## src/rtl/sd_cmd_response_rx_pkg.sv

```systemverilog
// Shared types and frame layout constants for the SD CMD response receiver.
package sd_cmd_response_rx_pkg;

   typedef enum logic [1:0] {
      ST_IDLE,
      ST_WAIT_START,
      ST_RECEIVE,
      ST_CHECK
   } rx_state_t;

   typedef struct packed {
      logic       long_response;
      logic       check_crc;
      logic       check_index;
      logic [5:0] expected_index;
   } rx_cfg_t;

   localparam int NCR_MAX_DEF    = 64;
   localparam int SHORT_FRAME_LEN = 48;
   localparam int LONG_FRAME_LEN  = 136;

   localparam logic [6:0] CRC7_POLY = 7'h09;

   localparam int END_BIT      = 0;
   localparam int CRC_LO       = 1;
   localparam int CRC_HI       = 7;
   localparam int PAYLOAD_LO   = 8;
   localparam int SHORT_PAY_HI = 39;
   localparam int IDX_LO       = 40;
   localparam int IDX_HI       = 45;
   localparam int LONG_CRC_TOP = 127;

   // transmission bit always sits directly after the start bit
   function automatic logic [7:0] tx_pos(input int len);
      return 8'(len - 2);
   endfunction

endpackage

```

## src/rtl/sd_crc7_serial.sv

```systemverilog
// Serial CRC7 (x^7 + x^3 + 1) generator/checker, MSB-first.
module sd_crc7_serial
   import sd_cmd_response_rx_pkg::*;
(
   input  logic       clk,
   input  logic       reset,
   input  logic       clear,
   input  logic       enable,
   input  logic       bit_in,
   output logic [6:0] crc
);

   logic fb;

   assign fb = bit_in ^ crc[6];

   always_ff @(posedge clk) begin
      if (reset) begin
         crc <= '0;
      end else if (clear) begin
         crc <= '0;
      end else if (enable) begin
         crc <= {crc[5:0], 1'b0} ^ (fb ? CRC7_POLY : 7'h00);
      end
   end

endmodule

```

## src/rtl/sd_cmd_response_rx.sv

```systemverilog
// SD CMD-line response receiver: start-bit wait, deserialise,
// CRC7/framing/index check, one-cycle done pulse.
module sd_cmd_response_rx
   import sd_cmd_response_rx_pkg::*;
#(
   parameter int NCR_MAX   = NCR_MAX_DEF,
   parameter int SHORT_LEN = SHORT_FRAME_LEN,
   parameter int LONG_LEN  = LONG_FRAME_LEN
) (
   input  logic         clk,
   input  logic         reset,
   input  logic         rx_enable,
   input  logic         long_response,
   input  logic         check_crc,
   input  logic         check_index,
   input  logic [5:0]   expected_index,
   input  logic         cmd_in,
   output logic         busy,
   output logic [127:0] response,
   output logic         response_done,
   output logic         timeout_error,
   output logic         crc_error,
   output logic         framing_error,
   output logic         index_error
);

   localparam int WAIT_W = $clog2(NCR_MAX) + 1;

   rx_state_t         state;
   rx_cfg_t           cfg;
   logic [WAIT_W-1:0] wait_cnt;
   logic [7:0]        bit_cnt;
   logic [127:0]      shreg;
   logic              tx_bit;
   logic [6:0]        crc;
   logic              crc_clear;
   logic              crc_en;
   logic [7:0]        frame_top;
   logic [7:0]        crc_top;

   assign frame_top = cfg.long_response ? tx_pos(LONG_LEN)
                                        : tx_pos(SHORT_LEN);
   assign crc_top   = cfg.long_response ? 8'(LONG_CRC_TOP)
                                        : 8'(SHORT_LEN - 1);

   // long frames exclude start/tx/reserved bits from the CRC
   always_comb begin
      crc_clear = 1'b0;
      crc_en    = 1'b0;
      unique case (1'b1)
         state == ST_IDLE:
            crc_clear = rx_enable;
         state == ST_WAIT_START:
            crc_en = !cmd_in && !cfg.long_response;
         state == ST_RECEIVE:
            crc_en = (bit_cnt >= 8'(PAYLOAD_LO))
                  && (bit_cnt <= crc_top);
         default: ;
      endcase
   end

   sd_crc7_serial u_crc (
      .clk    (clk),
      .reset  (reset),
      .clear  (crc_clear),
      .enable (crc_en),
      .bit_in (cmd_in),
      .crc    (crc)
   );

   always_ff @(posedge clk) begin
      if (reset) begin
         state         <= ST_IDLE;
         cfg           <= '0;
         wait_cnt      <= '0;
         bit_cnt       <= '0;
         shreg         <= '0;
         tx_bit        <= 1'b0;
         busy          <= 1'b0;
         response      <= '0;
         response_done <= 1'b0;
         timeout_error <= 1'b0;
         crc_error     <= 1'b0;
         framing_error <= 1'b0;
         index_error   <= 1'b0;
      end else begin
         response_done <= 1'b0;
         unique case (state)
            ST_IDLE: begin
               if (rx_enable) begin
                  cfg.long_response  <= long_response;
                  cfg.check_crc      <= check_crc;
                  cfg.check_index    <= check_index;
                  cfg.expected_index <= expected_index;
                  response      <= '0;
                  timeout_error <= 1'b0;
                  crc_error     <= 1'b0;
                  framing_error <= 1'b0;
                  index_error   <= 1'b0;
                  wait_cnt      <= '0;
                  busy          <= 1'b1;
                  state         <= ST_WAIT_START;
               end
            end
            ST_WAIT_START: begin
               if (!cmd_in) begin
                  bit_cnt <= frame_top;
                  state   <= ST_RECEIVE;
               end else if (wait_cnt == WAIT_W'(NCR_MAX - 1)) begin
                  timeout_error <= 1'b1;
                  response_done <= 1'b1;
                  busy          <= 1'b0;
                  state         <= ST_IDLE;
               end else if (wait_cnt != '1) begin
                  wait_cnt <= wait_cnt + 1'b1;
               end
            end
            ST_RECEIVE: begin
               shreg <= {shreg[126:0], cmd_in};
               if (bit_cnt == frame_top) begin
                  tx_bit <= cmd_in;
               end
               if (bit_cnt == 8'd0) begin
                  state <= ST_CHECK;
               end else begin
                  bit_cnt <= bit_cnt - 8'd1;
               end
            end
            ST_CHECK: begin
               if (cfg.long_response) begin
                  response <= {8'h00,
                     shreg[LONG_CRC_TOP:PAYLOAD_LO]};
               end else begin
                  response <= {96'h0,
                     shreg[SHORT_PAY_HI:PAYLOAD_LO]};
               end
               crc_error <= cfg.check_crc
                  && (crc != shreg[CRC_HI:CRC_LO]);
               framing_error <= tx_bit || !shreg[END_BIT];
               index_error <= cfg.check_index
                  && !cfg.long_response
                  && (shreg[IDX_HI:IDX_LO] != cfg.expected_index);
               response_done <= 1'b1;
               busy          <= 1'b0;
               state         <= ST_IDLE;
            end
            default: state <= ST_IDLE;
         endcase
      end
   end

endmodule
```

## config.mk

```make
export PLATFORM = sky130hd
export DESIGN_NAME = sd_cmd_response_rx
export DESIGN_NICKNAME = d
export VERILOG_FILES = /design/src/rtl/sd_cmd_response_rx_pkg.sv /design/src/rtl/sd_crc7_serial.sv /design/src/rtl/sd_cmd_response_rx.sv
export SDC_FILE = /design/constraint.sdc
export NUM_CORES = 1
export LEC_CHECK = 0
export CAP_MARGIN = 10
export CORE_MARGIN = 3
export CORE_UTILIZATION = 35
export DETAILED_ROUTE_END_ITERATION = 6
export GPL_TIMING_DRIVEN = 0
export SLEW_MARGIN = 20
export SYNTH_ARGS = -nofsm -noshare
export SYNTH_HDL_FRONTEND = slang
export SYNTH_HIERARCHICAL = 1
export SYNTH_SLANG_ARGS = --single-unit
```

## constraint.sdc

```tcl
create_clock -name clk -period 2.34 [get_ports clk]
set_input_delay 0.702 -clock clk [delete_from_list [all_inputs] [get_ports clk]]
set_output_delay 0.702 -clock clk [all_outputs]
set_load 0.02 [all_outputs]
```

---- After elaboration in Yosys (flattened, before gate mapping) ----
Cells that the tools add are included.
storage, ports and cells
  register bits after elaboration ......... 296
  output and inout bits ................... 134
cells by class
  add/subtract/negate cells ............... 2
  order comparisons ....................... 2
  eq/ne operators ......................... 17
  mux-type cells .......................... 35
  bitwise operators ....................... 2
  reduce and logical (&&, ||, !) cells .... 24
operators with widths
  kind                                                                   number
  128-bit one-hot mux with 2 select lines                                1
  128-bit 2-to-1 mux                                                     1
  120-bit 2-to-1 mux                                                     1
  7-bit 2-to-1 mux                                                       5
  8-bit 2-to-1 mux                                                       3
  8-bit one-hot mux with 2 select lines                                  1
  7-bit one-hot mux with 2 select lines                                  1
  1-bit one-hot mux with 2 select lines                                  6
  2-bit != test, second input constant                                   5
  1-bit 2-to-1 mux                                                       9
  8-bit == test                                                          1
  8-bit by 4-bit >= comparator with 1-bit output, second input constant  1
  8-bit by 7-bit <= comparator with 1-bit output                         1
  8-bit zero test                                                        1
  2-bit 2-to-1 mux                                                       4
  2-bit one-hot mux with 4 select lines                                  1
  4-bit AND reduction                                                    2
  8-bit by 1-bit subtractor with 8-bit output, second input constant     1
  7-bit by 1-bit adder with 7-bit output, second input constant          1
  7-bit by 6-bit == test with 1-bit output, second input constant        1
  7-bit != test                                                          1
  7-bit != test, second input constant                                   1
  7-bit bitwise XOR                                                      1
  2-bit by 1-bit != test with 1-bit output, second input constant        3
  other kinds (17)                                                       29

---- Longest topological paths before layout ----
  depth in word-level cells ............... 5
  gate-level depth with buffers ........... 9
  mapped depth without buffers ............ 8

---- By module ----
The synthesis kept the hierarchy.
modules (own cells, without submodules)
  module              instances  cells each  area each (um2)
  sd_cmd_response_rx  1          1152        10577.6
  sd_crc7_serial      1          28          276.5

---- Worst setup path after synthesis ----
No wires, ideal clock.
  path type ............................... register to register
  start ................................... register cfg[8] (netlist name)
  end ..................................... register u_crc.crc[3]
  setup time .............................. 0.063 ns
  data arrival time ....................... 2.048 ns
  required time ........................... 2.277 ns
  slack ................................... 0.229 ns
  stages on the path, launching flop included .. 10
  buffers on the path ..................... 1
  period minus slack after synthesis ...... 2.111 ns
  cells stage by stage .................... dfxtp_1 inv_2 ha_1 nand3_1 o41ai_1 nor4_1 o21a_1 clkbuf_1 or4b_1 nand3_1
on the way
  longest elaborated chain between the ends .. 4
  elaborated cells between the ends (all ways) .. 6
  classes of those cells .................. order compare (1); mux (2); reduce/logical (3)
RTL lines
  what                                            RTL line                  text
  start: declaration                              sd_cmd_response_rx.sv:30  rx_cfg_t cfg;
  7-bit 2-to-1 mux                                sd_cmd_response_rx.sv:43  assign crc_top = cfg.long_response ? 8'(LONG_CRC_TOP)
  8-bit by 7-bit <= comparator with 1-bit output  sd_cmd_response_rx.sv:57  && (bit_cnt <= crc_top);
  1-bit logical AND                               sd_cmd_response_rx.sv:57
  1-bit one-hot mux with 2 select lines *         sd_cmd_response_rx.sv:50  unique case (1'b1)
  via crc_en                                      sd_cmd_response_rx.sv:37  logic crc_en;
  end signal: assignment                          sd_crc7_serial.sv:23      crc <= {crc[5:0], 1'b0} ^ (fb ? CRC7_POLY : 7'h00);
  end: declaration                                sd_crc7_serial.sv:10      output logic [6:0] crc
The timed path passes the listed nets; every way through them passes the cells marked *.
A chain may end at the register's enable or synchronous reset.

---- Final worst setup path ----
  start ................................... register response[109]
  end ..................................... output response[109]
RTL lines
  what                      RTL line                   text
  start: declaration        sd_cmd_response_rx.sv:19   output logic [127:0] response,
  start signal: assignment  sd_cmd_response_rx.sv:131  response <= {8'h00,
  start signal: assignment  sd_cmd_response_rx.sv:134  response <= {96'h0,
No word-level cell between the ends.

==> out/metrics.yaml <==
yosys:
  ys_warn_count: 6
  syn_area_um2: 10900
  yosysUniqueCellTypes: 52
  synth_area_leaders: "dfxtp_1 (53%), mux2i_1 (12%), nor2_1 (6.3%)"
  synthSimpleGateAreaFrac_pct: 17.7
  synth_mux_area_share_pct: 12.4
  synthTopCellsByCount: "dfxtp_1 (288), nor2_1 (182), mux2i_1 (134), nand2_1 (121), a21oi_1 (112)"
  synth_compound_area_share_pct: 9.78
  synth_seq_cells: 288
  synthCells: 1180
  synth.avg_cell_area_um2: 9.20
  yosysMostFrequentCell: "dfxtp_1"
  synth.top_cell.area_share_pct: 53.1
  synth_ff_type: "dfxtp_1"
  ys_seq_area_share_pct: 53.1
  yosys.area.top_type: "dfxtp_1"
  synth_top_family_by_area: "simple AND/OR/NAND/NOR gates"
  ys_async_sr_fraction_pct: 0
  synth_adder_area_share_pct: 1.38
  synthXorXnorAreaFrac_pct: 1.45
  synth_edf_count: 0
worst_setup_path:
  path_cells: "clkdlybuf4s50_1"
  crit_path_start_kind: "register"
  cp_max_fo: 2
  crit_buf_inv: 1
  slowest_delay_ns: 0.63
  worst-path-stages: 1
  crit_type: "register to output pin"
  end_kind: "output pin"
  reg2reg_from: "state[0]"
  reg2reg_depth: 8
  timing.critical_path.to: "response[109]"
  path_delay_family: "buffers and inverters"
  reg2reg_to: "u_crc/crc[3]"
  r2r_slack_ns: 0.08
  crit_start: "response[109]"
  slowest_stage: "clkdlybuf4s50_1"
  worstPathRequired_ns: 1.64
  arrival_ns: 1.59
route:
  wl_per_cell_um: 15.3
  drt-initial-drc-count: 491
  via_count: 8692
  drtPass1Iterations: 5
  ant_nets: 0
  drc: 0
  via_per_inst: 4.89
  totalWireLength_um: 27200
pwr:
  ir_drop_uv: 585
  p_leak_nw: 4.81
  power.density_nw_per_um2: 789
cells_and_area:
  layout-drive-gt1-share_pct: 9.08
  fin_nets: 1389
  multi_input_area_um2: 4690
  regArea_um2: 5770
  antennaDiodeCount: 0
  fillCellCount: 2929
  syn_to_final_growth_pct: 28.8
  fin_area_um2: 14000
  utilization_pct: 46.4
run:
  cap_violations: 0
global_routing:
  grt_max_degree: 17
  track_usage_pct: 15.9
  grt_pass1_vias: 8324
  antenna_found_initial: 0
  gr-total-overflow: 0
  grt_pass1_wl_um: 44200
clock_network:
  clk_pin_slew_ns: 0.06
  ctsHoldBuffers: 0
  clk_latency_ns: 0.56
  numCtsBuffers: 31
  clock_sinks: 288
  cts_max_level: 1
  cts_tree: "yes"
  root_buffer: "clkbuf_16"
  clockBufferDepth: 3
place:
  gp_congestion: 0.869
  portBuffers: 138
  placed_area_um2: 12700
  hpwl_um: 18800
sta:
  final_hold_viol_count: 0
  worst_slew_pin_slew_ns: 0.561
  fmax_mhz: 437
  rsz0062_at_grt: "true"
  fin_crit_sh_pct: 97.7
  drv_slew: 0
  setup_viol: 0
  maxSlewHeadroom_pct: 62.6
  setup_tns_ns: 0
  min_period_ns: 2.29
  fin_skew_ns: 0.0126
floorplanning:
  die_w_um: 182
  floorplan.initialDensity_pct: 36.0
  ios: 147
  rows: 63
  core_um2: 30100
  dieArea_um2: 33200
  die_h_um: 182
min_path:
  hold_class: "register to register"
  hold_start: "response[52]"
outcome:
  outcome: "complete, no violations"
worst min-delay path by stage:
stage,to,slack [ns],cells past startpoint
after floorplan,cfg[7],0.44,2
after global placement,response[106],0.44,2
after detailed placement,response[52],0.44,2
after CTS,response[52],0.45,2
after global routing,response[96],0.47,2
final,response[52],0.45,2
area by class of cell:
class                      instances  share of cell area (%)
timing repair buffer             146                    10.3
buffer                            94                    3.24
inverter                          11                   0.322
multi-input combinational        792                    33.5
clock inverter                    10                    1.24
sequential                       288                    41.2
tap                              390                    3.49
clock buffer                      47                    6.62
metrics by stage:
stage | setup WS, ns | total power [mW] | hold slack, ns | instances
after CTS | -0.0938 | 11.1 | 0.451 | 1770
final | 0.0529 | 11.0 | 0.449 | 1778
after detailed placement | -0.908 | 5.93 | 0.443 | 1715
after floorplan | 0.229 | 5.68 | 0.437 | 1187
after global routing | -0.0107 | 11.4 | 0.468 | 1778
after global placement | -0.910 | 5.92 | 0.441 | 1715
kinds of logic (layout without fill, tap and decap cells):
group / after synthesis / in the layout
compound gates: 174 / 174
xor+xnor: 18 / 18
fa+ha+maj: 12 / 12
buf+inv: 107 / 308
flops: 288 / 288
mux: 134 / 134
other cells: 1 / 8
simple gates: 446 / 446
registers in the layout, summed over array words and instances (netlist names), 7 cells and up, named ones only:
signal	flops
cfg	9
u_crc/crc	7
response	120
shreg	128
bit_cnt	8
wait_cnt	7
report_power, final:
part | switching [mW] | internal, mW | total, mW
sequential | 0.0613 | 4.95 | 5.01
combinational | 0.583 | 0.272 | 0.855
clock | 1.99 | 3.17 | 5.17
routing by layer:
metal	vias up	part of all wire (%)	GRT usage (%)
met5	-	0	0
met4	0	2.2	4.17
met3	44	5.2	3.21
met2	206	44	25.3
met1	4053	48	22.1
li1	4389	-	-
cell usage in the layout (no fill, tap or decap), types with 3 or more instances in the layout:
cell / instances
a211oi_1: 4
a21oi_1: 112
a22oi_1: 32
and2_1: 3
buf_2: 17
buf_4: 16
bufinv_16: 4
clkbuf_1: 47
clkbuf_16: 31
clkbuf_2: 24
clkbuf_4: 3
clkbuf_8: 9
clkdlybuf4s50_1: 136
clkinv_2: 3
conb_1: 8
dfxtp_1: 288
ha_1: 12
inv_1: 8
mux2i_1: 134
nand2_1: 120
nand3_1: 100
nand4_1: 11
nor2_1: 180
nor3_1: 5
nor4_1: 3
o21ai_0: 5
or3_1: 7
xnor2_1: 7
xor2_1: 11
repair_timing:
action,4_1_cts,5_1_grt
pin swaps,0,1
setup endpoints to repair,239,131
setup buffers,0,8
resized for setup,15,44
Note: power is estimated with default switching activity, not from simulation.
